$ cat src/rtl/prop_sweep_pkg.sv
// Shared types and constants for the property sweep controller.
// Holds the FSM state encoding, result bit indices and the expected-value masks.
package prop_sweep_pkg;

    typedef enum logic [1:0] {
        ST_IDLE,
        ST_APPLY,
        ST_CHECK,
        ST_DONE
    } state_e;

    localparam int NUM_PROPS   = 9;
    localparam int NUM_VECTORS = 16;

    localparam int P_ALWAYS_TRUE  = 0;
    localparam int P_ALWAYS_FALSE = 1;
    localparam int P_DOUBLE_NEG   = 2;
    localparam int P_AND_IDENT    = 3;
    localparam int P_OR_IDENT     = 4;
    localparam int P_COMMUT       = 5;
    localparam int P_ASSOC        = 6;
    localparam int P_DEMORGAN_NAND = 7;
    localparam int P_DEMORGAN_NOR  = 8;

    // Results that must always read 1 regardless of the stimulus.
    localparam logic [NUM_PROPS-1:0] EXP_ONE_MASK =
        (NUM_PROPS'(1) << P_ALWAYS_TRUE)   |
        (NUM_PROPS'(1) << P_COMMUT)        |
        (NUM_PROPS'(1) << P_ASSOC)         |
        (NUM_PROPS'(1) << P_DEMORGAN_NAND) |
        (NUM_PROPS'(1) << P_DEMORGAN_NOR);

    // Results that must follow input a.
    localparam logic [NUM_PROPS-1:0] EXP_A_MASK =
        (NUM_PROPS'(1) << P_DOUBLE_NEG) |
        (NUM_PROPS'(1) << P_AND_IDENT)  |
        (NUM_PROPS'(1) << P_OR_IDENT);

    function automatic logic [NUM_PROPS-1:0] expected_res(input logic a);
        return EXP_ONE_MASK | (a ? EXP_A_MASK : '0);
    endfunction

endpackage

$ cat src/rtl/prop_expect.sv
// Combinational mismatch generator: compares checker results with the
// values they must take for the current stimulus vector.
module prop_expect
    import prop_sweep_pkg::*;
(
    input  logic [3:0]           vec_i,
    input  logic [NUM_PROPS-1:0] res_i,
    output logic [NUM_PROPS-1:0] mism_o
);

    // Only input a influences the expected pattern; b, c and d do not.
    logic unused_bcd;
    assign unused_bcd = ^vec_i[2:0];

    // Mismatch is any bit differing from the expected pattern.
    assign mism_o = res_i ^ expected_res(vec_i[3]);

endmodule

$ cat src/rtl/property_sweep_ctrl.sv
// Sweeps all 16 {a,b,c,d} vectors, lets each settle, then checks the
// property results and records the failure count and first failure.
module property_sweep_ctrl
    import prop_sweep_pkg::*;
#(
    parameter int SETTLE_CYCLES = 1
) (
    input  logic                 clk,
    input  logic                 rst,
    input  logic                 start,
    input  logic                 abort,
    input  logic [NUM_PROPS-1:0] res,
    output logic [3:0]           vec,
    output logic                 busy,
    output logic                 done,
    output logic                 pass,
    output logic [3:0]           fail_vec,
    output logic [NUM_PROPS-1:0] fail_mask,
    output logic [4:0]           err_count
);

    localparam logic [3:0] SETTLE_LAST = 4'(SETTLE_CYCLES - 1);
    localparam logic [3:0] VEC_LAST    = 4'(NUM_VECTORS - 1);

    state_e               state_q;
    logic [3:0]           vec_q;
    logic [3:0]           cnt_q;
    logic                 done_q;
    logic                 pass_q;
    logic [3:0]           fail_vec_q;
    logic [NUM_PROPS-1:0] fail_mask_q;
    logic [4:0]           err_q;
    logic [NUM_PROPS-1:0] mism;

    prop_expect u_expect (
        .vec_i  (vec_q),
        .res_i  (res),
        .mism_o (mism)
    );

    // Sweep FSM with settle counter and first-failure capture.
    always_ff @(posedge clk or posedge rst) begin
        if (rst) begin
            state_q     <= ST_IDLE;
            vec_q       <= '0;
            cnt_q       <= '0;
            done_q      <= 1'b0;
            pass_q      <= 1'b0;
            fail_vec_q  <= '0;
            fail_mask_q <= '0;
            err_q       <= '0;
        end else begin
            done_q <= 1'b0;
            if (abort) begin
                state_q <= ST_IDLE;
                vec_q   <= '0;
                cnt_q   <= '0;
                pass_q  <= 1'b0;
            end else begin
                unique case (state_q)
                    ST_IDLE: begin
                        if (start) begin
                            vec_q       <= '0;
                            cnt_q       <= '0;
                            err_q       <= '0;
                            fail_vec_q  <= '0;
                            fail_mask_q <= '0;
                            pass_q      <= 1'b0;
                            state_q     <= ST_APPLY;
                        end
                    end
                    ST_APPLY: begin
                        if (cnt_q == SETTLE_LAST) begin
                            cnt_q   <= '0;
                            state_q <= ST_CHECK;
                        end else begin
                            cnt_q <= cnt_q + 4'd1;
                        end
                    end
                    ST_CHECK: begin
                        if (|mism) begin
                            err_q <= err_q + 5'd1;
                            if (err_q == 5'd0) begin
                                fail_vec_q  <= vec_q;
                                fail_mask_q <= mism;
                            end
                        end
                        if (vec_q == VEC_LAST) begin
                            state_q <= ST_DONE;
                        end else begin
                            vec_q   <= vec_q + 4'd1;
                            state_q <= ST_APPLY;
                        end
                    end
                    ST_DONE: begin
                        done_q  <= 1'b1;
                        pass_q  <= (err_q == 5'd0);
                        state_q <= ST_IDLE;
                    end
                    default: state_q <= ST_IDLE;
                endcase
            end
        end
    end

    assign vec       = vec_q;
    assign busy      = (state_q == ST_APPLY) || (state_q == ST_CHECK);
    assign done      = done_q;
    assign pass      = pass_q;
    assign fail_vec  = fail_vec_q;
    assign fail_mask = fail_mask_q;
    assign err_count = err_q;

endmodule

$ cat config.mk
export PLATFORM = sky130hd
export DESIGN_NAME = property_sweep_ctrl
export DESIGN_NICKNAME = d
export VERILOG_FILES = /design/src/rtl/prop_sweep_pkg.sv /design/src/rtl/prop_expect.sv /design/src/rtl/property_sweep_ctrl.sv
export SDC_FILE = /design/constraint.sdc
export NUM_CORES = 1
export LEC_CHECK = 0
export ABC_AREA = 1
export CORE_UTILIZATION = 60
export CTS_CLUSTER_DIAMETER = 120
export DETAILED_ROUTE_END_ITERATION = 7
export DONT_BUFFER_PORTS = 1
export GPL_ROUTABILITY_DRIVEN = 0
export GPL_TIMING_DRIVEN = 0
export PLACE_DENSITY = 0.84
export SYNTH_ARGS = -nofsm -noshare
export SYNTH_HDL_FRONTEND = slang
export SYNTH_HIERARCHICAL = 1
export SYNTH_SLANG_ARGS = --single-unit
$ cat constraint.sdc
create_clock -name clk -period 2 [get_ports clk]
set_input_delay 0.4 -clock clk [delete_from_list [all_inputs] [get_ports clk]]
set_output_delay 0.4 -clock clk [all_outputs]
set_load 0.1 [all_outputs]
==> out/results.tsv <==
metric	value	unit
syn_area	1830	sq um
route.met2.wl	1660	um
route.detailed.drc	4	
place_hpwl	2550	um
vdd_ir_drop_max	1.10	mV
cap_violations	0	
min_path_type	primary input to flip-flop	
max_freq	523	MHz
post-route-util	0.689	
cp_max_fo	5	
power.density	1050	nW/um^2
wirelength	3370	um
synth.area.top_cells	dfrtp_1 (41%), nand2_1 (16%), inv_1 (7.4%)	
dr_wl_met3	152	um
fin_setup_tns	0	ps
area_growth	6.28	%
slew_violations	0	
crit_path_end_kind	primary output	
p_sw_frac	0.510	
layout.cells.non_filler	283	
grt_pass1_wl	5850	um
netlist.area_leader.share	0.410	
wl_per_cell	11.9	um
synth_edf_count	0	
io_pins	38	
total_leakage_power	1.09	nW
num_vias	1485	
fin_crit_sh	0.956	
grt_overflow	0	
viasPerCell	5.25	
grt_usage	0.230	
core	2830	sq um
port_buffers	0	
rsz0062_at_grt	false	
clkTransAtPathRegs	80	ps
die_w	57.3	um
root_buffer	clkbuf_4	
dieArea	3280	sq um
setup_ws	87.3	ps
routed.top_layer	met4	
setup_violations	0	
grt_pass1_vias	1483	
drt-met1-wl	1520	um
most-common-layout-cells	nand2_1 (79), inv_1 (36), dfrtp_1 (21), nand4_1 (19), nor2_1 (15)	
slew_headroom	0.276	
grt_max_degree	31	
drtPass1Iterations	6	
outcome	complete, but fails checks	
htreeDepth	2	
cts_inserted_buffers	5	
initialDrtViolationCount	64	
drive_gt1_frac	0.155	
fin_crit	1910	ps
synth_ff_type	dfrtp_1	
synth.yosys.seq_area_share	0.410	
power_frac_clock	0.180	
finalHoldViolations	0	
worstSetupPathType	flip-flop to primary output	
violations	design-rule violations	
avgSynthCellArea	7.51	sq um
ys_ff_latch	30	
fin_nets	273	
insertedDiodeCount	0	
start_util	0.648	
tightest_slew	1090	ps
fp-row-count	19	
cts.path.max_buffers	2	
pre_cts_slack	-177	ps
synth_top_cell_by_area	dfrtp_1	
p_sw	1.04	mW
placed_cells	275	
start_kind	flip-flop	
fin_total_pwr	2.04	mW
p_int	999	uW
cp_data_arrival_time	1510	ps
comb_power_share	0.269	
required	1600	ps
skew	11.6	ps
seq_power_share	0.550	
ant_nets	0	
syn_nets	266	
syn_inst	244	
clock_latency	330	ps
grt_antenna_before_repair	0	
die_h	57.3	um
final_common_cell	nand2_1	
cts_num_sinks	30	
synth_cell_types	26	
cts_tree	done	
yosys_warnings	6	
ys_async_sr_fraction	1.00	
## worst max-delay path, stage by stage (launching register included)
cell and delay, ps:
dfrtp_1 430, inv_1 100, ha_2 660
## synthesized netlist by cell type, types with 2 or more instances
master,instances
a21oi_1,2
o21ai_0,14
or2_2,2
o21ai_1,2
nand2_1,79
buf_4,4
inv_2,3
buf_2,3
dfrtp_1,30
nor2_1,15
inv_1,36
nor2_8,2
ha_1,9
nand3_1,10
nand2_2,4
nand4_1,19
## worst paths after layout
| kind | startpoint | endpoint | slack [ps] | cells after the start |
|---|---|---|---|---|
| setup / recovery | state_q[1] | busy | 90 | 2 |
| hold / removal | abort | done | 150 | 1 |
| setup reg to reg | vec[1] | vec[1] | 170 | 7 |
| hold reg to reg | cnt_q[3] | cnt_q[3] | 550 | 3 |
| max in group asynchronous | rst | vec[3] | 980 | 1 |
| min in group asynchronous | rst | fail_mask[6] | 230 | 1 |
## cells by family (layout without fill, tap and decap cells)
group / count (synthesis) / after routing / share of synthesized area
AOI/OAI and AO/OA: 21 / 21 / 0.0614
and+or+nand+nor: 135 / 135 / 0.347
adders and majority gates: 9 / 9 / 0.0614
buffers and inverters: 47 / 55 / 0.111
DFF: 30 / 30 / 0.410
xor gates and xnor gates: 2 / 2 / 0.00956
## registers in the layout, summed over array words and instances, names as in the netlist
signal,cells
cnt_q,4
vec,4
fail_vec,4
err_count,5
state_q,2
done,1
pass,1
fail_mask,9
## power by group through the flow
stage / registers [mW] / clock network (mW) / logic (mW)
6_report: 1.12 / 0.367 / 0.549
5_1_grt: 1.13 / 0.396 / 0.619
4_1_cts: 1.12 / 0.378 / 0.550
3_5_place_dp: 1.13 / 0 / 0.541
3_3_place_gp: 1.13 / 0 / 0.531
2_1_floorplan: 1.12 / 0 / 0.468
## metal layers
metal | GRT usage | vias up
li1 | - | 781
met1 | 0.275 | 667
met2 | 0.393 | 33
met3 | 0.0522 | 4
met4 | 0.111 | 0
met5 | 0 | -
## final cells by class
| cell class | count | area, sq um |
|---|---|---|
| plain buffers | 8 | 56.3 |
| inverters | 39 | 146 |
| multi-input cells | 167 | 882 |
| fillers | 252 | 881 |
| flip-flops and latches | 30 | 764 |
| well taps | 31 | 38.8 |
| clock buffers | 7 | 55.1 |
| clock inverters | 1 | 5.00 |
## stage by stage
stage / instance area [sq um] / hold WS, ps
after floorplan: 1830 / 477
after global placement: 1870 / 484
after detailed placement: 1870 / 485
after CTS: 1940 / 143
after global routing: 1950 / 141
final: 1950 / 150
## timing repair
item	4_1_cts	5_1_grt
hold buffers	0	0
cloned	0	0
gates resized for setup	5	5
setup buffers	0	0
setup endpoints to repair	17	20
Note: power is estimated with default switching activity, not from simulation.
